File: src/rtl/multi_button_debouncer.sv
// ----------------------------------------------------------------------------
// multi_button_debouncer
//
// Debounces a bank of N_CH push buttons. Each channel is fully independent:
//   raw pin -> polarity map -> 2-FF synchroniser -> stability counter ->
//   debounced level, with press/release pulses and a long-press hold timer.
//
// Ports
//   clk        : system clock, rising edge
//   rst_n      : asynchronous active-low reset
//   btn_in     : raw asynchronous button pins (N_CH)
//   btn_state  : debounced level, 1 = pressed
//   btn_down   : 1-cycle pulse when the debounced level rises
//   btn_up     : 1-cycle pulse when the debounced level falls
//   btn_long   : 1-cycle pulse once a press has lasted HOLD_CYCLES edges
//   btn_held   : level, set with btn_long, cleared when the button releases
//   any_event  : OR of every btn_down/btn_up/btn_long bit (combinational)
// ----------------------------------------------------------------------------
module multi_button_debouncer #(
    parameter int N_CH        = 4,
    parameter int CNT_W       = 16,
    parameter int ACTIVE_LOW  = 1,
    parameter int HOLD_CYCLES = 1000000
) (
    input  logic            clk,
    input  logic            rst_n,
    input  logic [N_CH-1:0] btn_in,
    output logic [N_CH-1:0] btn_state,
    output logic [N_CH-1:0] btn_down,
    output logic [N_CH-1:0] btn_up,
    output logic [N_CH-1:0] btn_long,
    output logic [N_CH-1:0] btn_held,
    output logic            any_event
);

    localparam int                HOLD_W    = $clog2(HOLD_CYCLES + 1);
    localparam logic [HOLD_W-1:0] HOLD_MAX  = HOLD_W'(HOLD_CYCLES);
    localparam logic [HOLD_W-1:0] HOLD_LAST = HOLD_W'(HOLD_CYCLES - 1);
    localparam logic [CNT_W-1:0]  CNT_MAX   = '1;

    // Map every pin to "1 = pressed" before it enters the synchroniser, so
    // the reset value 0 of the sync flops always means "not pressed".
    logic [N_CH-1:0] w_pressed;
    assign w_pressed = (ACTIVE_LOW != 0) ? ~btn_in : btn_in;

    for (genvar gi = 0; gi < N_CH; gi++) begin : g_ch
        logic              r_sync0;
        logic              r_sync1;
        logic              r_state;
        logic              r_down;
        logic              r_up;
        logic              r_long;
        logic              r_held;
        logic [CNT_W-1:0]  r_cnt;
        logic [HOLD_W-1:0] r_hold;

        logic w_idle;
        logic w_flip;
        logic w_fall;
        logic w_long_hit;

        // The counter only runs while the synchronised pin disagrees with
        // the debounced level; a full wrap of disagreement flips the level.
        assign w_idle     = (r_sync1 == r_state);
        assign w_flip     = !w_idle && (r_cnt == CNT_MAX);
        assign w_fall     = w_flip && r_state;
        // Hold timer saturates at HOLD_MAX, so this matches once per press.
        assign w_long_hit = r_state && (r_hold == HOLD_LAST);

        always_ff @(posedge clk or negedge rst_n) begin
            if (!rst_n) begin
                r_sync0 <= 1'b0;
                r_sync1 <= 1'b0;
                r_state <= 1'b0;
                r_down  <= 1'b0;
                r_up    <= 1'b0;
                r_long  <= 1'b0;
                r_held  <= 1'b0;
                r_cnt   <= '0;
                r_hold  <= '0;
            end else begin
                r_sync0 <= w_pressed[gi];
                r_sync1 <= r_sync0;

                r_cnt <= w_idle ? '0 : r_cnt + 1'b1;

                if (w_flip) begin
                    r_state <= ~r_state;
                end
                r_down <= w_flip && !r_state;
                r_up   <= w_fall;

                // A release still inside its debounce window keeps the
                // timer running, because the debounced level is still 1.
                if (!r_state) begin
                    r_hold <= '0;
                end else if (r_hold != HOLD_MAX) begin
                    r_hold <= r_hold + 1'b1;
                end
                r_long <= w_long_hit;

                // Release wins over a coincident long-press hit.
                if (w_fall) begin
                    r_held <= 1'b0;
                end else if (w_long_hit) begin
                    r_held <= 1'b1;
                end
            end
        end

        assign btn_state[gi] = r_state;
        assign btn_down[gi]  = r_down;
        assign btn_up[gi]    = r_up;
        assign btn_long[gi]  = r_long;
        assign btn_held[gi]  = r_held;
    end

    assign any_event = |(btn_down | btn_up | btn_long);

endmodule

File: config.mk
export PLATFORM = sky130hd
export DESIGN_NAME = multi_button_debouncer
export DESIGN_NICKNAME = d
export VERILOG_FILES = /design/src/rtl/multi_button_debouncer.sv
export SDC_FILE = /design/constraint.sdc
export NUM_CORES = 1
export LEC_CHECK = 0
export CAP_MARGIN = 40
export CORE_MARGIN = 10
export CORE_UTILIZATION = 62
export CTS_CLUSTER_DIAMETER = 30
export CTS_CLUSTER_SIZE = 12
export DETAILED_ROUTE_END_ITERATION = 10
export GPL_ROUTABILITY_DRIVEN = 1
export GPL_TIMING_DRIVEN = 0
export PLACE_DENSITY = 0.8
export SYNTH_ARGS = -nofsm -noshare
export SYNTH_HDL_FRONTEND = slang
export SYNTH_SLANG_ARGS = --single-unit
File: constraint.sdc
create_clock -name clk -period 2.45 [get_ports clk]
set_clock_uncertainty 0.1 [all_clocks]
set_input_delay 0.3675 -clock clk [delete_from_list [all_inputs] [get_ports clk]]
set_output_delay 0.3675 -clock clk [all_outputs]
set_load 0.01 [all_outputs]
==> results by group <==
Route
  • DRC viols: 0
  • Vias per cell: roughly 6
  • Drt total wl: roughly 17000 um
  • Avg WL per Cell: around 16 um
  • DRT iter0 DRCs: 545
  • Router iterations before antenna repair: 5
  • DR vias: 6398
  • Post-route ant nets: 0

Setup path
  • Max incr delay on CP: approximately 0.50 ns
  • CP arrival: between 1.5 and 2 ns
  • Maximum fanout along the worst path: 2
  • Crit-path cells: nor4_2, nand3_1, clkdlybuf4s50_1
  • CP max stage cell: clkdlybuf4s50_1
  • Worst path top cell family by delay: simple AND/OR/NAND/NOR gates
  • CP Class: flip-flop to output port
  • Crit path buf inv count: 1
  • Element type at the critical path start: flip-flop
  • Endpoint class of the critical path: output port
  • CP required: 1.98 ns

Timing
  • Hold WS: roughly 0.25 ns
  • Slew HR: 0.486
  • Slew @ Worst Pin: 0.766 ns
  • Max Slew Vio Count: 0
  • Final hold violations: 0
  • PnR worst setup slack: 0.123 ns
  • Tcrit/Tclk final: 0.950
  • FMAX: 0.430 GHz
  • Endpoints failing setup: 0
  • Tmin final: around 2.3 ns
  • RSZ-0062 raised after global routing: false

Logic synthesis
  • Synth Area in Simple Gates: 0.262
  • Number of flops mapped to enable cells by yosys: 0
  • Synth Net Count: 873
  • Share of the yosys chip area belonging to registers: 0.512
  • Syn Inst Count: 855
  • Synth Area in Compound Gates: 0.0663
  • Distinct cells, synth: 47
  • Mux contribution to synthesized area: 0.00611
  • Adder-cell share of the synthesized area: 0.0179
  • Synth Register Bits: roughly 170
  • Syn Area/Cell: between 9 and 10 um^2
  • Largest family of logic cells by synthesized area: simple AND/OR/NAND/NOR gates
  • Synth Flop Type: dfrtp_1
  • Yosys warnings: 0
  • Mapped Area: roughly 8400 um^2
  • Fraction of registers with async set/reset: 1.00
  • Synth Area in XOR/XNOR: 0.0959

Floorplan
  • I/O Pins: 27
  • Die Wd: around 140 um
  • Vert. Die Dim: approximately 140 um
  • Row count: 42
  • Initial Util: 0.634
  • Die ar.: roughly 19000 um^2
  • CORE AREA: 13200 um^2

Place
  • Placer Congestion: 0.862
  • Port-buffer cells: 26
  • HPWL Detailed: 11500 um
  • Worst slack, placed: ~0.19 ns

GRT
  • GRT Resource Usage Total: 0.193
  • Largest net degree at the start of global routing: 89
  • GRT overflow: 0
  • Vias in the first global route: 6367
  • Initial antenna violation count: 0
  • Global-route wire length before repair: 29400 um

Pwr
  • Switch share: 0.207
  • VDD IR max: 0.533 mV
  • Internal Power: roughly 4.2 mW
  • Power per cell area: 567 nW/um^2
  • Clock power frac: 0.440
  • Flop pwr share: 0.538
  • Leak Pwr: roughly 3.8 nW
  • Switch Pwr: between 1 and 1.5 mW
  • Comb pwr share: 0.022

Finish
  • P&R area growth vs syn: 12.4%
  • Layout cell share with drive strength beyond 1: 0.0604
  • Commonest non-fill, non-tap cell in the layout: dfrtp_1
  • Commonest cells after routing, fill and taps aside: dfrtp_1 (172), nor2_1 (91), nand2_1 (50), xnor2_1 (49)
  • # nets final: 920
  • Fillers: about 1000
  • Antenna Cells: 0

Clocking
  • H-tree levels: 4
  • Cts bufs inserted: 17
  • CTS Root Cell: clkbuf_16
  • CTS tree: built
  • Max Root-Sink Buffers: 2
  • Worst skew pair latency: approximately 0.43 ns
  • Num Clock Sinks: between 150 and 200
  • Clock transition at path regs: around 0.06 ns

Run status
  • Status: finished, final reports clean

Job
  • Max-cap check violation count: 0

Worst hold path
  • Min-delay worst type: flip-flop to flip-flop
==> Yosys cell counts, types with 3 or more instances <==
| master | count | share of area |
|---|---|---|
| nor2_1 | 91 | 0.041 |
| ha_1 | 12 | 0.018 |
| mux2i_1 | 4 | 0.0048 |
| nand2b_1 | 9 | 0.0067 |
| nor4b_1 | 5 | 0.0052 |
| o21ai_1 | 32 | 0.019 |
| a21oi_1 | 48 | 0.029 |
| xor2_1 | 43 | 0.045 |
| dfrtp_1 | 172 | 0.51 |
| and3_1 | 17 | 0.013 |
| inv_1 | 27 | 0.012 |
| a2bb2oi_1 | 3 | 0.0031 |
| clkbuf_1 | 18 | 0.0080 |
| and4_1 | 15 | 0.016 |
| or3_1 | 27 | 0.020 |
| nor2b_1 | 6 | 0.0045 |
| o21ai_0 | 5 | 0.0030 |
| or4_1 | 7 | 0.0063 |
| buf_4 | 20 | 0.018 |
| o31ai_1 | 3 | 0.0027 |
| nand3_1 | 48 | 0.029 |
| xnor2_1 | 49 | 0.051 |
| nor3_1 | 32 | 0.019 |
| a31o_1 | 3 | 0.0031 |
| inv_2 | 3 | 0.0013 |
| nand2_1 | 50 | 0.022 |
| nand4_1 | 39 | 0.029 |
| nor4_1 | 33 | 0.025 |
| and2_1 | 12 | 0.0089 |
==> cell type report <==
class                           count  area [um^2]  area share
Sequential cell                   172         4300       0.456
Multi-Input combinational cell    614         3780       0.401
Clock buffer                       25          485      0.0514
Timing Repair Buffer               28          303      0.0321
Buffer                             39          221      0.0234
Tap cell                          176          220      0.0233
Inverter                           30          113      0.0119
Clock inverter                      3         15.0     0.00159
==> through the flow <==
| step | cell area (um^2) | instances | power [mW] | utilization | TNS [ns] |
|---|---|---|---|---|---|
| CTS | 9440 | 1087 | 5.40 | 0.712 | 0 |
| finish | 9440 | 1087 | 5.36 | 0.713 | 0 |
| global route | 9440 | 1087 | 5.54 | 0.713 | 0 |
| floorplan | 8400 | 855 | 2.97 | - | 0 |
| global placement | 8880 | 1057 | 3.04 | 0.671 | -999.91 |
| detailed placement | 8910 | 1058 | 3.05 | 0.673 | 0 |
==> state kept, by name, indices dropped and copies added (netlist names) <==
name          cells
g_ch.r_sync0      4
g_ch.r_sync1      4
g_ch.r_state      4
g_ch.r_down       4
g_ch.r_cnt       64
g_ch.r_hold      80
g_ch.r_held       4
g_ch.r_long       4
g_ch.r_up         4
==> worst reg2reg max path: cells and delay by family, from the launching register on <==
family	cells	cell delay, ns
DFF	1	0.45
and+or+nand+nor	3	1.02
buffers and inverters	1	0.20
AOI/OAI and AO/OA	1	0.17
adders and majority gates	1	0.28
==> per-layer routing <==
layer	track usage	vias up	share of wire
li1	-	3117	-
met1	0.234	3130	0.43
met2	0.328	130	0.52
met3	0.0432	21	0.041
met4	0.0757	0	0.015
met5	0	-	0
==> path summary, 6_finish.rpt <==
path,from,endpoint,slack [ns],cells past startpoint
setup / recovery,g_ch[2].r_down$_DFF_PN0_,any_event,0.12,3
hold / removal,g_ch[2].r_sync0$_DFF_PN0_,g_ch[2].r_sync1$_DFF_PN0_,0.25,0
setup reg to reg,g_ch[2].r_hold[1]$_DFFE_PN0P_,g_ch[2].r_hold[14]$_DFFE_PN0P_,0.15,6
hold reg to reg,g_ch[2].r_sync0$_DFF_PN0_,g_ch[2].r_sync1$_DFF_PN0_,0.25,0
max in group asynchronous,rst_n,g_ch[3].r_cnt[0]$_DFF_PN0_,0.97,3
min in group asynchronous,rst_n,g_ch[1].r_cnt[6]$_DFF_PN0_,0.44,2
==> logic make-up (layout without fill, tap and decap cells) <==
family | Yosys count | in the layout
adder cells (fa/ha/maj) | 12 | 12
multiplexers | 5 | 5
flip-flops | 172 | 172
AND/OR/NAND/NOR | 405 | 405
AO/OA/AOI/OAI | 100 | 100
XOR/XNOR | 92 | 92
buffers and inverters | 69 | 125
==> timing repair <==
action | 4_1_cts | 5_1_grt
buffers inserted | 0 | 0
gates cloned | 0 | 0
endpoints found under the setup margin | 1 | 1
hold buffers | 1 | 0
gates resized for setup | 2 | 1
hold endpoints to repair | 84 | 0
==> power by group through the flow <==
stage / registers, mW / clock network (mW) / logic [mW]
6_report: 2.88 / 2.36 / 0.119
4_1_cts: 2.88 / 2.40 / 0.125
2_1_floorplan: 2.93 / 0 / 0.0403
3_3_place_gp: 2.93 / 0 / 0.111
5_1_grt: 2.88 / 2.52 / 0.141
3_5_place_dp: 2.93 / 0 / 0.122
Power figures use the tool's default switching activity.
